`src/rtl/if_fetch_stage_if.sv`:
```
// Instruction-memory req/ack port between the fetch stage and imem.
// master = fetch side, slave = memory side.
interface if_fetch_stage_if;
    logic        imem_req;
    logic [31:0] imem_addr;
    logic        imem_ack;
    logic [31:0] imem_rdata;

    modport master (
        output imem_req,
        output imem_addr,
        input  imem_ack,
        input  imem_rdata
    );

    modport slave (
        input  imem_req,
        input  imem_addr,
        output imem_ack,
        output imem_rdata
    );
endinterface

```
`src/rtl/if_fetch_stage.sv`:
```
// RV32I instruction-fetch stage: fetch PC, req/ack imem port, 1-entry skid,
// redirect squash. Optional misaligned-target trap: IF_MISALIGN_CHK_EN.
module if_fetch_stage #(
    parameter logic [31:0] RESET_PC = 32'h0000_0000,
    parameter logic [31:0] NOP_INST = 32'h0000_0013
) (
    input  logic                    clk,
    input  logic                    rst_n,
    input  logic                    stall,
    input  logic                    redirect_valid,
    input  logic [31:0]             redirect_pc,
    if_fetch_stage_if.master        imem,
    output logic                    if_valid,
    output logic [31:0]             if_inst,
    output logic [31:0]             if_pc_out,
    output logic [31:0]             if_pc_addr0,
    output logic                    if_misaligned
);

    typedef enum logic [1:0] {
        ST_REQ,
        ST_WAIT,
        ST_DISCARD
    } state_e;

    state_e      state_q, state_d;
    logic [31:0] fetch_pc_q, fetch_pc_d;
    logic [31:0] addr_q;
    logic        misal_q, misal_d;

    logic        slot_v_q, slot_v_d;
    logic [31:0] slot_inst_q, slot_inst_d;
    logic [31:0] slot_pc_q, slot_pc_d;
    logic [31:0] slot_pc4_q, slot_pc4_d;

    logic        skid_v_q, skid_v_d;
    logic [31:0] skid_inst_q, skid_inst_d;
    logic [31:0] skid_pc_q, skid_pc_d;

    logic [31:0] tgt_pc;
    logic        tgt_misal;
    logic [31:0] pc_inc;
    logic        ack_ok;

`ifdef IF_MISALIGN_CHK_EN
    assign tgt_pc    = redirect_pc;
    assign tgt_misal = |redirect_pc[1:0];
`else
    assign tgt_pc    = redirect_pc & ~32'h3;
    assign tgt_misal = 1'b0;
`endif

    // DISCARD keeps the old address on the bus until its ack arrives.
    assign imem.imem_req  = rst_n & ((state_q == ST_DISCARD) |
                            ((state_q == ST_REQ) & ~misal_q));
    assign imem.imem_addr = (state_q == ST_DISCARD) ? addr_q : fetch_pc_q;

    assign pc_inc = fetch_pc_q + 32'd4;
    assign ack_ok = (state_q == ST_REQ) & ~misal_q & imem.imem_ack;

    assign if_valid    = slot_v_q;
    assign if_inst     = slot_inst_q;
    assign if_pc_out   = slot_pc_q;
    assign if_pc_addr0 = slot_pc4_q;
    assign if_misaligned = misal_q;

    // Next state: redirect flush first, else drain slot then place any ack.
    always_comb begin
        state_d     = state_q;
        fetch_pc_d  = fetch_pc_q;
        misal_d     = misal_q;
        slot_v_d    = slot_v_q;
        slot_inst_d = slot_inst_q;
        slot_pc_d   = slot_pc_q;
        slot_pc4_d  = slot_pc4_q;
        skid_v_d    = skid_v_q;
        skid_inst_d = skid_inst_q;
        skid_pc_d   = skid_pc_q;

        if (redirect_valid) begin
            fetch_pc_d  = tgt_pc;
            misal_d     = tgt_misal;
            slot_v_d    = tgt_misal;
            slot_inst_d = NOP_INST;
            skid_v_d    = 1'b0;
            if (tgt_misal) begin
                slot_pc_d  = tgt_pc;
                slot_pc4_d = tgt_pc + 32'd4;
            end
            if (imem.imem_req && !imem.imem_ack) begin
                state_d = ST_DISCARD;
            end else begin
                state_d = ST_REQ;
            end
        end else if (misal_q) begin
            if (state_q == ST_DISCARD && imem.imem_ack) begin
                state_d = ST_REQ;
            end
        end else begin
            if (slot_v_q && !stall) begin
                if (skid_v_q) begin
                    slot_inst_d = skid_inst_q;
                    slot_pc_d   = skid_pc_q;
                    slot_pc4_d  = skid_pc_q + 32'd4;
                    skid_v_d    = 1'b0;
                end else begin
                    slot_v_d    = 1'b0;
                    slot_inst_d = NOP_INST;
                end
            end
            if (ack_ok) begin
                fetch_pc_d = pc_inc;
                if (!slot_v_d) begin
                    slot_v_d    = 1'b1;
                    slot_inst_d = imem.imem_rdata;
                    slot_pc_d   = fetch_pc_q;
                    slot_pc4_d  = pc_inc;
                end else begin
                    skid_v_d    = 1'b1;
                    skid_inst_d = imem.imem_rdata;
                    skid_pc_d   = fetch_pc_q;
                end
            end
            unique case (state_q)
                ST_REQ: begin
                    if (ack_ok && slot_v_d && skid_v_d) begin
                        state_d = ST_WAIT;
                    end
                end
                ST_WAIT: begin
                    if (!stall) begin
                        state_d = ST_REQ;
                    end
                end
                ST_DISCARD: begin
                    if (imem.imem_ack) begin
                        state_d = ST_REQ;
                    end
                end
                default: state_d = ST_REQ;
            endcase
        end
    end

    // Stage registers and the latched address of a request being discarded.
    always_ff @(posedge clk or negedge rst_n) begin
        if (!rst_n) begin
            state_q     <= ST_REQ;
            fetch_pc_q  <= RESET_PC;
            addr_q      <= RESET_PC;
            misal_q     <= 1'b0;
            slot_v_q    <= 1'b0;
            slot_inst_q <= NOP_INST;
            slot_pc_q   <= RESET_PC;
            slot_pc4_q  <= RESET_PC + 32'd4;
            skid_v_q    <= 1'b0;
            skid_inst_q <= NOP_INST;
            skid_pc_q   <= RESET_PC;
        end else begin
            state_q     <= state_d;
            fetch_pc_q  <= fetch_pc_d;
            if (state_q != ST_DISCARD) begin
                addr_q <= fetch_pc_q;
            end
            misal_q     <= misal_d;
            slot_v_q    <= slot_v_d;
            slot_inst_q <= slot_inst_d;
            slot_pc_q   <= slot_pc_d;
            slot_pc4_q  <= slot_pc4_d;
            skid_v_q    <= skid_v_d;
            skid_inst_q <= skid_inst_d;
            skid_pc_q   <= skid_pc_d;
        end
    end

endmodule

```
`src/flat_wrapper.sv`:
```
// flat-port wrapper written by rule: the top's interface ports become plain ports
module if_fetch_stage_flat 
#(
    parameter logic [31:0] RESET_PC = 32'h0000_0000,
    parameter logic [31:0] NOP_INST = 32'h0000_0013
)
  (clk, rst_n, stall, redirect_valid, redirect_pc, if_valid, if_inst, if_pc_out, if_pc_addr0, if_misaligned, imem_imem_req, imem_imem_addr, imem_imem_ack, imem_imem_rdata);
  if_fetch_stage_if imem_i ();
  input  logic clk;
  input  logic rst_n;
  input  logic stall;
  input  logic redirect_valid;
  input  logic [31:0] redirect_pc;
  output logic if_valid;
  output logic [31:0] if_inst;
  output logic [31:0] if_pc_out;
  output logic [31:0] if_pc_addr0;
  output logic if_misaligned;
  output wire logic [$bits(imem_i.imem_req)-1:0] imem_imem_req;
  output wire logic [$bits(imem_i.imem_addr)-1:0] imem_imem_addr;
  input wire logic [$bits(imem_i.imem_ack)-1:0] imem_imem_ack;
  input wire logic [$bits(imem_i.imem_rdata)-1:0] imem_imem_rdata;
  assign imem_imem_req = imem_i.imem_req;
  assign imem_imem_addr = imem_i.imem_addr;
  assign imem_i.imem_ack = imem_imem_ack;
  assign imem_i.imem_rdata = imem_imem_rdata;
  if_fetch_stage #(.RESET_PC(RESET_PC), .NOP_INST(NOP_INST)) u_core (.clk(clk), .rst_n(rst_n), .stall(stall), .redirect_valid(redirect_valid), .redirect_pc(redirect_pc), .imem(imem_i), .if_valid(if_valid), .if_inst(if_inst), .if_pc_out(if_pc_out), .if_pc_addr0(if_pc_addr0), .if_misaligned(if_misaligned));
endmodule
```
`config.mk`:
```
export PLATFORM = sky130hd
export DESIGN_NAME = if_fetch_stage_flat
export DESIGN_NICKNAME = d
export VERILOG_FILES = /design/src/rtl/if_fetch_stage_if.sv /design/src/rtl/if_fetch_stage.sv /design/src/flat_wrapper.sv
export SDC_FILE = /design/constraint.sdc
export NUM_CORES = 1
export LEC_CHECK = 0
export BUFFER_PORTS_ARGS = -buffer_cell sky130_fd_sc_hd__buf_4
export CORE_MARGIN = 8
export CORE_UTILIZATION = 56
export DETAILED_ROUTE_END_ITERATION = 16
export HOLD_SLACK_MARGIN = 0.08
export PLACE_DENSITY = 0.77
export SLEW_MARGIN = 20
export SYNTH_ARGS = -nofsm -noshare
export SYNTH_HDL_FRONTEND = slang
export SYNTH_SLANG_ARGS = --single-unit
```
`constraint.sdc`:
```
create_clock -name clk -period 3 [get_ports clk]
set_input_delay 0.15 -clock clk [delete_from_list [all_inputs] [get_ports clk]]
set_output_delay 0.15 -clock clk [all_outputs]
set_load 0.01 [all_outputs]
```
Word level (Yosys, flattened, before mapping):

Cells that the tools add are included.

* bits in registers: 228
* bits of input ports: 69
* output and inout bits: 131
* logic and storage cells: 65

* $add $sub $neg: 2
* equality and inequality tests: 6
* mux-type cells: 33
* bitwise operators: 4
* reduce and logical (&&, ||, !) cells: 10

Operator list (number)
* 2-to-1 mux 32 bit: 16
* adder 32 x 3 -> 32 bit, second input constant: 2
* 2-to-1 mux 1 bit: 11
* 2-to-1 mux 2 bit: 5
* != test 3 bit, second input constant: 3
* one-hot mux 2 bit (3 select lines): 1
* AND reduction 3 bit: 2
* logical AND 1 bit: 4
* bitwise AND 1 bit: 2
* == test 2 x 1 -> 1 bit, second input constant: 1
* == test 2 bit, second input constant: 1
* zero test 1 bit: 2
* zero test 2 bit: 1
* != test 2 bit, second input constant: 1
* nonzero test 2 bit: 1
* inverter 1 bit: 1
* OR 1 bit: 1

Logic depth before layout (Yosys ltp):

Gate-level depths: netlist (run 1).

* depth after elaboration: 11
* depth in mapped cells: 8
* depth with buffers taken out: 6

Worst setup path after synthesis (run 1):

Ideal clock, no wire load.

* path type: flip-flop to flip-flop
* start: reg u_core.fetch_pc_q[17]
* end: reg u_core.fetch_pc_q[31]
* setup time: 82 ps
* data arrival time: 2160 ps
* path slack: 758 ps
* stages on the path, launching flop included: 8
* path buffers: 2
* clock period less this slack: 2242 ps
* cell sequence: dfrtp_1 > buf_2 > and4_1 > or4b_1 > buf_2 > or4_4 > or3_1 > a31oi_1

* word-level cells in the longest chain between the ends: 3

Ends and longest elaborated chain
* start, declared: line if_fetch_stage.sv:27 `logic [31:0] fetch_pc_q, fetch_pc_d;`
* start signal, assigned: line if_fetch_stage.sv:161 `fetch_pc_q <= fetch_pc_d;`
* adder 32 x 3 -> 32 bit: line if_fetch_stage.sv:58 `assign pc_inc = fetch_pc_q + 32'd4;`
* 2-to-1 mux 32 bit: line if_fetch_stage.sv:111 `if (ack_ok) begin`
* 2-to-1 mux 32 bit: line if_fetch_stage.sv:80 `if (redirect_valid) begin`

No other way between the ends. The select of a mux whose other input is x is not followed.
A chain may end at the register's enable or synchronous reset.

Final worst setup path (run 1):

* start: reg u_core.state_q[0]
* end: reg u_core.slot_pc4_q[19] (netlist: u_core.if_pc_addr0[19])

* word-level cells in the longest chain between the ends: 3

Ends and longest elaborated chain
* start, declared: line if_fetch_stage.sv:26 `state_e state_q, state_d;`
* start signal, assigned: line if_fetch_stage.sv:160 `state_q <= state_d;`
* zero test 2 bit: line if_fetch_stage.sv:59 `assign ack_ok = (state_q == ST_REQ) & ~misal_q & imem.imem_ack;`
* bitwise AND 1 bit: line if_fetch_stage.sv:59
* 2-to-1 mux 32 bit: line if_fetch_stage.sv:111
* end signal, assigned: line if_fetch_stage.sv:155 `slot_pc4_q <= RESET_PC + 32'd4;`
* end signal, assigned: line if_fetch_stage.sv:169 `slot_pc4_q <= slot_pc4_d;`
* end, declared: line if_fetch_stage.sv:34 `logic [31:0] slot_pc4_q, slot_pc4_d;`

No other way between the ends.

==> results of run 1 <==
## power breakdown
part	total [mW]	leakage, nW	internal (mW)	switching (mW)
logic	1.95	2.79	1.04	0.914
clock network	2.96	0.391	1.78	1.18
registers	4.16	2.72	3.61	0.552
## worst min-delay path by stage
stage                     startpoint                    to  slack (ns)  cells after the start
final                          rst_n  u_core.skid_pc_q[22]        0.11                      2
after CTS                      rst_n  u_core.skid_pc_q[22]        0.12                      2
after detailed placement       rst_n  u_core.skid_pc_q[22]        0.06                      1
after global routing           rst_n  u_core.skid_pc_q[22]        0.15                      2
after global placement         rst_n  u_core.if_pc_out[21]        0.06                      1
after floorplan                rst_n     u_core.addr_q[10]       -0.15                      0
## cells by family (layout without fill, tap and decap cells)
family / after synthesis / after routing / share of synthesized area, %
xor+xnor: 80 / 80 / 6.74
flops: 222 / 222 / 53.5
mux: 92 / 92 / 9.94
simple gates: 293 / 293 / 13.4
fa+ha+maj: 2 / 2 / 0.241
buf+inv: 97 / 330 / 3.91
compound gates: 172 / 172 / 12.2
other cells: 1 / 3 / 0.0361
## metal layers
metal / GRT usage, % / share of wire, % / vias up
met5: 0 / 0 / -
met4: 6.81 / 2.4 / 0
met3: 8.48 / 9.9 / 54
met2: 42.7 / 48 / 430
met1: 31.6 / 39 / 4319
li1: - / - / 3875
## cell usage in the layout, fill, tap and decap left out, types with 11 or more instances in the layout
master           n
o21ai_1         14
o22a_1          37
and3_1          12
nand2_1         94
a31oi_1         12
nor2_1          77
a222oi_1        29
mux2_1          38
dlygate4sd3_1   65
nor3_1          19
buf_4          215
o21ai_0         28
mux2_2          52
xor2_1          31
clkbuf_16       25
and2_1          12
xnor2_1         49
o22ai_1         11
dfrtp_1        215
nand4_1         19
nand3_1         25
a21oi_1         13
## metrics by stage
stage | hold WS (ns) | cells | worst slack [ns] | total power [mW] | area, sq um
after detailed placement | 0.0563 | 1323 | 0.568 | 6.06 | 12100
after CTS | 0.122 | 1428 | 0.524 | 9.09 | 13500
final | 0.113 | 1428 | 0.508 | 9.07 | 13500
after global placement | 0.0557 | 1323 | 0.578 | 5.98 | 12100
after global routing | 0.148 | 1428 | 0.461 | 9.45 | 13500
after floorplan | -0.146 | 961 | 0.758 | 5.10 | 10400
## flip-flops by register name, summed over array words and instances, names as in the netlist
signal	count
u_core.if_pc_addr0	32
u_core.skid_pc_q	30
u_core.state_q	2
u_core.fetch_pc_q	30
u_core.skid_v_q	1
u_core.addr_q	30
u_core.skid_inst_q	32
u_core.if_inst	32
u_core.if_pc_out	32
u_core.if_valid	1
## layout make-up
| class | count | area share (%) |
|---|---|---|
| Clock inverter | 9 | 0.723 |
| Multi-Input combinational cell | 642 | 33.2 |
| Timing Repair Buffer | 285 | 17.5 |
| Tap cell | 234 | 2.17 |
| Inverter | 5 | 0.139 |
| Sequential cell | 222 | 41.2 |
| Clock buffer | 31 | 5.10 |
## critical path: cells and delay by family (launching register included)
kind	cells	cell delay [ns]
compound gates	2	1.22
simple gates	2	0.69
flops	1	0.46
==> impl_metrics.py, run 1 <==
metrics = {
    "pwr": {
        "ir_drop_mv": 0.615,
        "power.leakage_nw": 5.89,
        "p_per_area_mw_per_mm2": 672,
    },
    "sta": {
        "min_period_ns": 2.49,
        "setup_viol": 0,
        "max-slew-margin-rel_pct": 46.0,
        "tns_ns": 0,
        "finalClockSkew_ns": 0.0179,
        "slew_viol_final": 0,
        "grt_setup_unrepaired": "false",
        "fmax_ghz": 0.401,
        "hold_viol": 0,
        "tightestPinTransition_ns": 0.810,
        "min_period_over_period_pct": 83.1,
    },
    "worst_setup_path": {
        "worst_path_most_repeated_cell": "a221o_1",
        "reg2reg_to": "u_core.if_pc_addr0[19]",
        "critPathLaunchType": "flip-flop",
        "cp_data_arrival_time_ns": 2.89,
        "max_stage_delay_ns": 0.74,
        "rr_worst_depth": 4,
        "setup.worst_path.end": "u_core.if_pc_addr0[19]",
        "critPathMaxFanout": 18,
        "end_kind": "flip-flop",
        "startpoint": "u_core.state_q[0]",
        "cp.required_ns": 3.40,
        "critPathKind": "reg -> reg",
        "worstPathCellList": "nor2b_1 > nand2b_1 > a221o_1 > a221o_1",
        "r2r_start": "u_core.state_q[0]",
        "crit_slowest_cell": "a221o_1",
        "reg2reg_slack_ns": 0.51,
    },
    "finish": {
        "post-route-util_pct": 73.2,
        "num-fill-cells": 1298,
        "final_nets": 1251,
        "layout-drive-gt1-share_pct": 27.3,
        "num_antenna_cells": 0,
        "regArea_sq_mm": 0.00556,
        "multi_input_area_sq_mm": 0.00448,
        "syn2layout_area_growth_pct": 29.8,
    },
    "placement": {
        "place.gp.congestion": 0.821,
        "portBuffers": 194,
        "place_hpwl_um": 19500,
    },
    "logic_synthesis": {
        "synth_edf_count": 0,
        "yosysMostFrequentCell": "dfrtp_1",
        "synth_flop_cell": "dfrtp_1",
        "ys_ff_latch": 222,
        "yosysTopAreaCellShare_pct": 51.7,
        "seq_area_frac_synth_pct": 53.5,
        "async_reset_ff_share_pct": 100,
        "syn_area_sq_mm": 0.0104,
        "synth_cells": 959,
        "synthDistinctLibCells": 46,
        "synth.area.top_cells": "dfrtp_1 (52%), mux2_2 (5.6%), xnor2_1 (4.1%)",
        "yosys.area.top_type": "dfrtp_1",
        "synth_warnings": 0,
        "yosys-top-cells-count": "dfrtp_1 (215), nand2_1 (94), nor2_1 (78)",
        "synth_area_per_cell_sq_um": 10.8,
    },
    "clock_tree": {
        "clock_path_buffers": 3,
        "ctsResizeCount": 0,
        "cts_tree": "built",
        "clk_pin_slew_worst_paths_ns": 0.06,
        "cts_root_buffer": "clkbuf_16",
        "clock_sinks": 222,
        "clk_latency_ns": 0.52,
        "cts_made_buffers": 24,
        "hold_buffers": 65,
        "cts_max_level": 1,
        "post_cts_buffers": 0,
    },
    "die": {
        "num_rows": 50,
        "start_util_pct": 56.4,
        "die_x_um": 152,
        "core_sq_mm": 0.0185,
        "die_h_um": 152,
        "ios": 200,
        "dieArea_sq_mm": 0.0232,
    },
    "grt": {
        "grt_overflow_total": 0,
        "grt_usage_pct": 25.7,
        "grt_max_degree": 130,
        "first_global_vias": 8864,
        "antenna_found_initial": 0,
        "grt_pass1_wl_um": 49000,
    },
    "routing": {
        "first_pass_iters": 7,
        "drc": 0,
        "drtAntennaViolNets": 0,
        "wl_um": 30900,
        "via_count": 8678,
        "wl_per_cell_um": 21.6,
        "drt_iter0_markers": 786,
        "vias_per_cell": 6.08,
    },
    "status": {
        "status": "finished, final reports clean",
    },
    "worst_hold_path": {
        "hp-class": "in -> async",
    },
    "run": {
        "maxCapViolCount": 0,
    },
}
Note: power is estimated with default switching activity, not from simulation.
==> run 2, diff against run 1 <==
--- a/config.mk
+++ b/config.mk
@@ -7,10 +7,10 @@
 export LEC_CHECK = 0
 export BUFFER_PORTS_ARGS = -buffer_cell sky130_fd_sc_hd__buf_4
 export CORE_MARGIN = 8
-export CORE_UTILIZATION = 56
+export CORE_UTILIZATION = 50
 export DETAILED_ROUTE_END_ITERATION = 16
 export HOLD_SLACK_MARGIN = 0.08
-export PLACE_DENSITY = 0.77
+export PLACE_DENSITY = 0.72
 export SLEW_MARGIN = 20
 export SYNTH_ARGS = -nofsm -noshare
 export SYNTH_HDL_FRONTEND = slang
==> constraint.sdc (replaced) <==
create_clock -name clk -period 2.1 [get_ports clk]
set_input_delay 0.105 -clock clk [delete_from_list [all_inputs] [get_ports clk]]
set_output_delay 0.105 -clock clk [all_outputs]
set_load 0.01 [all_outputs]
==> run 2 against run 1 <==
  * The flow now finishes with violations (negative setup slack)
  * Count of clock-buffer cells in the layout up 9
  * Die area up 11%
  * Final cell count up 7.6%
  * Hold slack better by 0.067 ns
  * Register-to-register slack worse by 0.51 ns
  * Clock power up 36%
  * First-iteration DRC count up 8.8%
  * Sequential share of layout area down 2.0 points
  * Final area up 5.0%
  * Via count up 3.5%
  * Sequential cell count unchanged
  * Critical path depth up 1
  * Highest routed layer unchanged
==> impl_metrics.py, run 2 (synthesis gave the netlist of run 1 again) <==
metrics = {
    "routing": {
        "first_pass_iters": 7,
        "wl_um": 32900,
        "via_count": 8981,
        "wl_per_cell_um": 21.4,
        "drt_iter0_markers": 855,
        "drtAntennaViolNets": 0,
        "drc": 0,
        "vias_per_cell": 5.84,
    },
    "die": {
        "core_sq_mm": 0.0203,
        "num_rows": 52,
        "die_x_um": 160,
        "start_util_pct": 51.2,
        "die_h_um": 160,
        "ios": 200,
        "dieArea_sq_mm": 0.0257,
    },
    "sta": {
        "tightestPinTransition_ns": 0.718,
        "finalClockSkew_ns": 0.0125,
        "grt_setup_unrepaired": "true",
        "min_period_ns": 2.10,
        "max-slew-margin-rel_pct": 52.1,
        "slew_viol_final": 0,
        "setup_viol": 1,
        "hold_viol": 0,
        "min_period_over_period_pct": 100,
        "setup_ws_ns": -0.00102,
        "tns_ns": -0.00102,
        "fmax_ghz": 0.476,
    },
    "worst_setup_path": {
        "end_kind": "flip-flop",
        "max_stage_delay_ns": 0.49,
        "crit_slowest_cell": "or4b_4",
        "critPathMaxFanout": 3,
        "worstPathCellList": "and4_4 > or4b_4 > or4_4 > or3_1 > a31oi_1",
        "critPathLaunchType": "flip-flop",
        "rr_worst_depth": 5,
        "r2r_start": "u_core.fetch_pc_q[17]",
        "critPathKind": "reg -> reg",
        "reg2reg_slack_ns": -0.001,
        "cp.required_ns": 2.53,
        "reg2reg_to": "u_core.fetch_pc_q[31]",
        "cp_data_arrival_time_ns": 2.53,
    },
    "placement": {
        "place.gp.congestion": 0.860,
        "place_hpwl_um": 21400,
        "preCtsSetupSlack_ns": -0.0290,
        "portBuffers": 194,
        "dp.cells": 1418,
        "postPlaceCellArea_sq_mm": 0.0126,
    },
    "worst_hold_path": {
        "hp-class": "in -> async",
    },
    "pwr": {
        "power.leakage_nw": 6.27,
        "p_per_area_mw_per_mm2": 918,
        "ir_drop_mv": 0.615,
    },
    "grt": {
        "first_global_vias": 9470,
        "grt_overflow_total": 0,
        "antenna_found_initial": 0,
        "grt_usage_pct": 24.7,
        "grt_pass1_wl_um": 51900,
        "grt_max_degree": 104,
    },
    "clock_tree": {
        "cts_root_buffer": "clkbuf_16",
        "clk_pin_slew_worst_paths_ns": 0.06,
        "clk_latency_ns": 0.52,
        "cts_made_buffers": 24,
        "clock_path_buffers": 3,
        "clock_sinks": 222,
        "cts_max_level": 1,
        "cts_tree": "built",
    },
    "finish": {
        "mostFrequentLayoutCells": "buf_4 (276), dfrtp_1 (215), nand2_1 (93)",
        "final_cells": 1537,
        "num_antenna_cells": 0,
        "final_cell_area_sq_mm": 0.0142,
        "layout-drive-gt1-share_pct": 31.7,
        "final_nets": 1320,
        "layout_commonest_cell": "buf_4",
        "syn2layout_area_growth_pct": 36.3,
    },
    "run": {
        "maxCapViolCount": 0,
    },
    "status": {
        "status": "finished with violations",
        "violations": "negative setup slack",
    },
}
==> run 2: worst max-delay path, delay by kind of cell (launching register included) <==
kind / cells / cell delay [ns]
AO/OA/AOI/OAI: 1 / 0.13
flip-flops: 1 / 0.36
AND/OR/NAND/NOR: 4 / 1.53
==> run 2: repair_timing <==
action,in CTS,in global routing
gates resized for setup,1,14
buffers inserted,1,5
hold buffers,67,0
cloned,0,2
endpoints found under the hold margin,319,0
endpoints found under the setup margin,3,42
pin swaps,1,2
==> run 2: area by class of cell <==
type,count,area (sq um)
clock buffer,40,732
clock inverter,4,20.0
fill,1489,6130
inverter,5,18.8
multi-input combinational,642,4560
sequential,222,5560
tap,270,338
timing repair buffer,354,2940
==> run 2: worst max path at each step <==
| stage | start | end | slack (ns) | depth (start not counted) |
|---|---|---|---|---|
| floorplan | u_core.fetch_pc_q[16] | u_core.fetch_pc_q[31] | -0.12 | 7 |
| CTS | u_core.fetch_pc_q[17] | u_core.fetch_pc_q[31] | -0.03 | 5 |
| global placement | u_core.fetch_pc_q[9] | u_core.fetch_pc_q[31] | -0.03 | 5 |
| global route | u_core.fetch_pc_q[10] | u_core.fetch_pc_q[31] | -0.07 | 5 |
| detailed placement | u_core.fetch_pc_q[9] | u_core.fetch_pc_q[31] | -0.03 | 5 |
| finish | u_core.fetch_pc_q[17] | u_core.fetch_pc_q[31] | -0.001 | 5 |
==> run 2: power by group <==
part | switching, mW | internal [mW] | leakage (nW)
clock network | 1.67 | 2.36 | 0.371
registers | 0.666 | 5.15 | 2.72
logic | 1.52 | 1.64 | 3.18
total | 3.85 | 9.15 | 6.27
==> run 2: per-layer routing <==
metal / global-route usage (%) / wire [um] / vias to the layer above
met4: 8.75 / 1040 / 0
met1: 31.1 / 13000 / 4468
met5: 0 / 0 / -
li1: - / - / 4014
met2: 40.0 / 15700 / 427
met3: 7.30 / 3180 / 72
==> run 2: metrics by stage <==
step	power, mW	hold slack (ns)	utilization [%]
global route	13.6	0.181	69.8
detailed placement	8.85	-0.0198	62.1
finish	13.0	0.180	69.8
global placement	8.74	-0.0226	62.1
CTS	13.0	0.173	69.1
floorplan	7.29	-0.191	-
==> run 3, diff against run 2 <==
--- a/config.mk
+++ b/config.mk
@@ -5,12 +5,13 @@
 export SDC_FILE = /design/constraint.sdc
 export NUM_CORES = 1
 export LEC_CHECK = 0
+export ABC_AREA = 1
 export BUFFER_PORTS_ARGS = -buffer_cell sky130_fd_sc_hd__buf_4
 export CORE_MARGIN = 8
-export CORE_UTILIZATION = 50
+export CORE_UTILIZATION = 51
 export DETAILED_ROUTE_END_ITERATION = 16
 export HOLD_SLACK_MARGIN = 0.08
-export PLACE_DENSITY = 0.72
+export PLACE_DENSITY = 0.73
 export SLEW_MARGIN = 20
 export SYNTH_ARGS = -nofsm -noshare
 export SYNTH_HDL_FRONTEND = slang
==> run 3 against run 2 <==
  * The flow now finishes without violations
  * Final area up 1.7%
  * Clock power grew 5.2%
  * Sequential cell count did not move
  * Largest power group unchanged
  * Hold slack gained 0.16 ns
  * Synthesized area up 6.8%
  * Fmax increased by 3.7%
  * Die area grew 4.3%
  * Sequential share of layout area shrank 0.66 points
  * Clock skew up 0.0076 ns
  * Count of clock-buffer cells in the layout up 2
  * Via count up 20%
  * Non-clock buffer count shrank 63
==> impl_metrics.py, run 3 <==
metrics = {
    "grt": {
        "grt_pass1_wl_um": 58600,
        "antenna_found_initial": 0,
        "first_global_vias": 10600,
        "grt_max_degree": 79,
        "grt_usage_pct": 27.7,
        "grt_overflow_total": 0,
    },
    "routing": {
        "drt_iter0_markers": 991,
        "first_pass_iters": 5,
        "drtAntennaViolNets": 0,
        "drc": 0,
        "via_count": 10800,
        "wl_per_cell_um": 19.1,
        "vias_per_cell": 5.55,
        "wl_um": 37200,
    },
    "worst_setup_path": {
        "cpLargestDelayFamily": "simple AND/OR/NAND/NOR gates",
        "end_kind": "flip-flop",
        "cp.required_ns": 2.52,
        "worstPathCellList": "inv_1 > nor2_4 > nand2_4 > inv_4 > nor2_2 > nor2_4 > inv_4 > nand2_1 > nand2_1 > o21ai_0",
        "reg2reg_to": "u_core.if_pc_addr0[11]",
        "r2r_start": "u_core.if_valid",
        "critPathKind": "reg -> reg",
        "critPathLaunchType": "flip-flop",
        "path_buf_inv": 3,
        "max_stage_delay_ns": 0.38,
        "cp_data_arrival_time_ns": 2.45,
        "crit_slowest_cell": "dfrtp_1",
        "critPathMaxFanout": 28,
        "rr_worst_depth": 10,
        "reg2reg_slack_ns": 0.07,
    },
    "finish": {
        "num_antenna_cells": 0,
        "mostFrequentLayoutCells": "nand2_1 (445), dfrtp_1 (215), buf_4 (213)",
        "syn2layout_area_growth_pct": 29.7,
        "layout_commonest_cell": "nand2_1",
        "layout-drive-gt1-share_pct": 19.0,
        "post-route-util_pct": 66.7,
        "final_cells": 1947,
        "final_nets": 1720,
    },
    "placement": {
        "place.gp.congestion": 0.953,
        "place_hpwl_um": 25900,
        "dp.cells": 1833,
        "portBuffers": 194,
    },
    "logic_synthesis": {
        "yosysMostFrequentCell": "nand2_1",
        "yosys-top-cells-count": "nand2_1 (445), dfrtp_1 (215), nor2_1 (133)",
        "async_reset_ff_share_pct": 100,
        "synth.area.top_cells": "dfrtp_1 (48%), nand2_1 (15%), o21ai_0 (5.0%)",
        "yosysTopAreaCellShare_pct": 48.4,
        "syn_area_sq_mm": 0.0111,
        "synth_edf_count": 0,
        "seq_area_frac_synth_pct": 50.1,
        "synth_cells": 1398,
        "synth_flop_cell": "dfrtp_1",
        "yosys.area.top_type": "dfrtp_1",
        "synth_area_per_cell_sq_um": 7.95,
        "ys_ff_latch": 222,
        "synthDistinctLibCells": 38,
        "synth_warnings": 0,
    },
    "sta": {
        "grt_setup_unrepaired": "true",
        "finalClockSkew_ns": 0.0201,
        "setup_viol": 0,
        "min_period_over_period_pct": 96.5,
        "tightestPinTransition_ns": 0.681,
        "min_period_ns": 2.03,
        "slew_viol_final": 0,
        "hold_viol": 0,
        "max-slew-margin-rel_pct": 54.5,
        "fmax_ghz": 0.494,
    },
    "status": {
        "status": "finished, final reports clean",
    },
    "pwr": {
        "ir_drop_mv": 0.777,
        "seq_power_share_pct": 44.7,
        "power.leakage_nw": 6.76,
        "p_sw_mw": 3.99,
        "p_per_area_mw_per_mm2": 892,
        "switching_share_pct": 31.1,
        "clock_power_share_pct": 33.0,
        "intPower_mw": 8.86,
        "comb_power_share_pct": 22.3,
    },
    "die": {
        "die_h_um": 164,
        "dieArea_sq_mm": 0.0268,
        "die_x_um": 164,
        "core_sq_mm": 0.0216,
        "start_util_pct": 51.4,
        "ios": 200,
        "num_rows": 54,
    },
    "clock_tree": {
        "post_cts_buffers": 0,
        "cts_max_level": 1,
        "clk_latency_ns": 0.52,
        "clk_pin_slew_worst_paths_ns": 0.06,
        "clock_path_buffers": 3,
        "clock_sinks": 222,
        "cts_made_buffers": 25,
        "cts_root_buffer": "clkbuf_16",
        "cts_tree": "built",
    },
    "run": {
        "maxCapViolCount": 0,
    },
    "worst_hold_path": {
        "hp-class": "in -> reg",
        "min_path_cells": 3,
        "holdCritStartpoint": "imem_imem_ack",
        "min_to": "u_core.state_q[1]",
    },
}
run 3: area by class of cell:
class	instances	area (sq um)
Clock buffer	42	779
Clock inverter	3	18.8
Fill cell	1837	7200
Inverter	112	428
Multi-Input combinational cell	997	4800
Sequential cell	222	5560
Tap cell	280	350
Timing Repair Buffer	291	2470
run 3: kinds of logic (layout without fill, tap and decap cells):
family / Yosys count / in the layout / share of synthesized area (%)
other cells: 1 / 3 / 0.0337
flops: 222 / 222 / 50.1
fa+ha+maj: 2 / 2 / 0.225
compound gates: 243 / 243 / 12.5
xor+xnor: 13 / 13 / 1.02
mux: 32 / 32 / 3.24
buf+inv: 181 / 448 / 6.99
simple gates: 704 / 704 / 25.9
run 3: metal layers:
| metal | track usage (%) | wire length [um] | up-vias |
|---|---|---|---|
| li1 | - | - | 5099 |
| met1 | 35.5 | 15300 | 5192 |
| met2 | 45.8 | 18000 | 422 |
| met3 | 4.21 | 2390 | 90 |
| met4 | 11.9 | 1580 | 0 |
| met5 | 0 | 0 | - |
run 3: worst reg2reg max path: stages, from the launching register on:
cell	delay [ns]
dfrtp_1	0.38
inv_1	0.08
nor2_4	0.20
nand2_4	0.20
inv_4	0.23
nor2_2	0.09
nor2_4	0.26
inv_4	0.19
nand2_1	0.11
nand2_1	0.05
o21ai_0	0.15
run 3: how the worst max path moves through the flow:
stage / depth (start not counted) / endpoint / slack, ns / start
final: 10 / u_core.if_pc_addr0[11] / 0.07 / u_core.if_valid
after global routing: 10 / u_core.if_pc_addr0[11] / -0.05 / u_core.if_valid
after CTS: 10 / u_core.if_pc_addr0[11] / 0.04 / u_core.if_valid
after detailed placement: 10 / u_core.if_pc_addr0[11] / 0.05 / u_core.if_valid
after global placement: 9 / u_core.if_pc_out[13] / 0.12 / u_core.state_q[0]
after floorplan: 8 / u_core.if_pc_addr0[12] / 0.53 / u_core.fetch_pc_q[2]
run 3: repair_timing:
| item | CTS | global route |
|---|---|---|
| gates resized for setup | 0 | 6 |
| endpoints found under the hold margin | 315 | 0 |
| hold buffers | 69 | 0 |
| endpoints found under the setup margin | 0 | 32 |
run 3: power groups by stage:
| stage | logic [mW] | registers (mW) | clock network, mW |
|---|---|---|---|
| after global routing | 3.18 | 5.84 | 4.47 |
| after global placement | 2.69 | 5.77 | 0 |
| final | 2.87 | 5.74 | 4.24 |
| after detailed placement | 2.76 | 5.79 | 0 |
| after floorplan | 1.36 | 5.74 | 0 |
| after CTS | 2.88 | 5.72 | 4.32 |
run 3: through the flow:
step / hold WS, ns / TNS, ns / setup slack (ns) / power [mW] / cell area, sq um
floorplan: -0.191 / 0 / 0.528 / 7.10 / 11100
global placement: 0.0360 / 0 / 0.123 / 8.46 / 12900
detailed placement: 0.0387 / 0 / 0.0514 / 8.55 / 12900
CTS: 0.319 / 0 / 0.0362 / 12.9 / 14400
global route: 0.327 / -0.0454 / -0.0454 / 13.5 / 14400
finish: 0.336 / 0 / 0.0745 / 12.9 / 14400
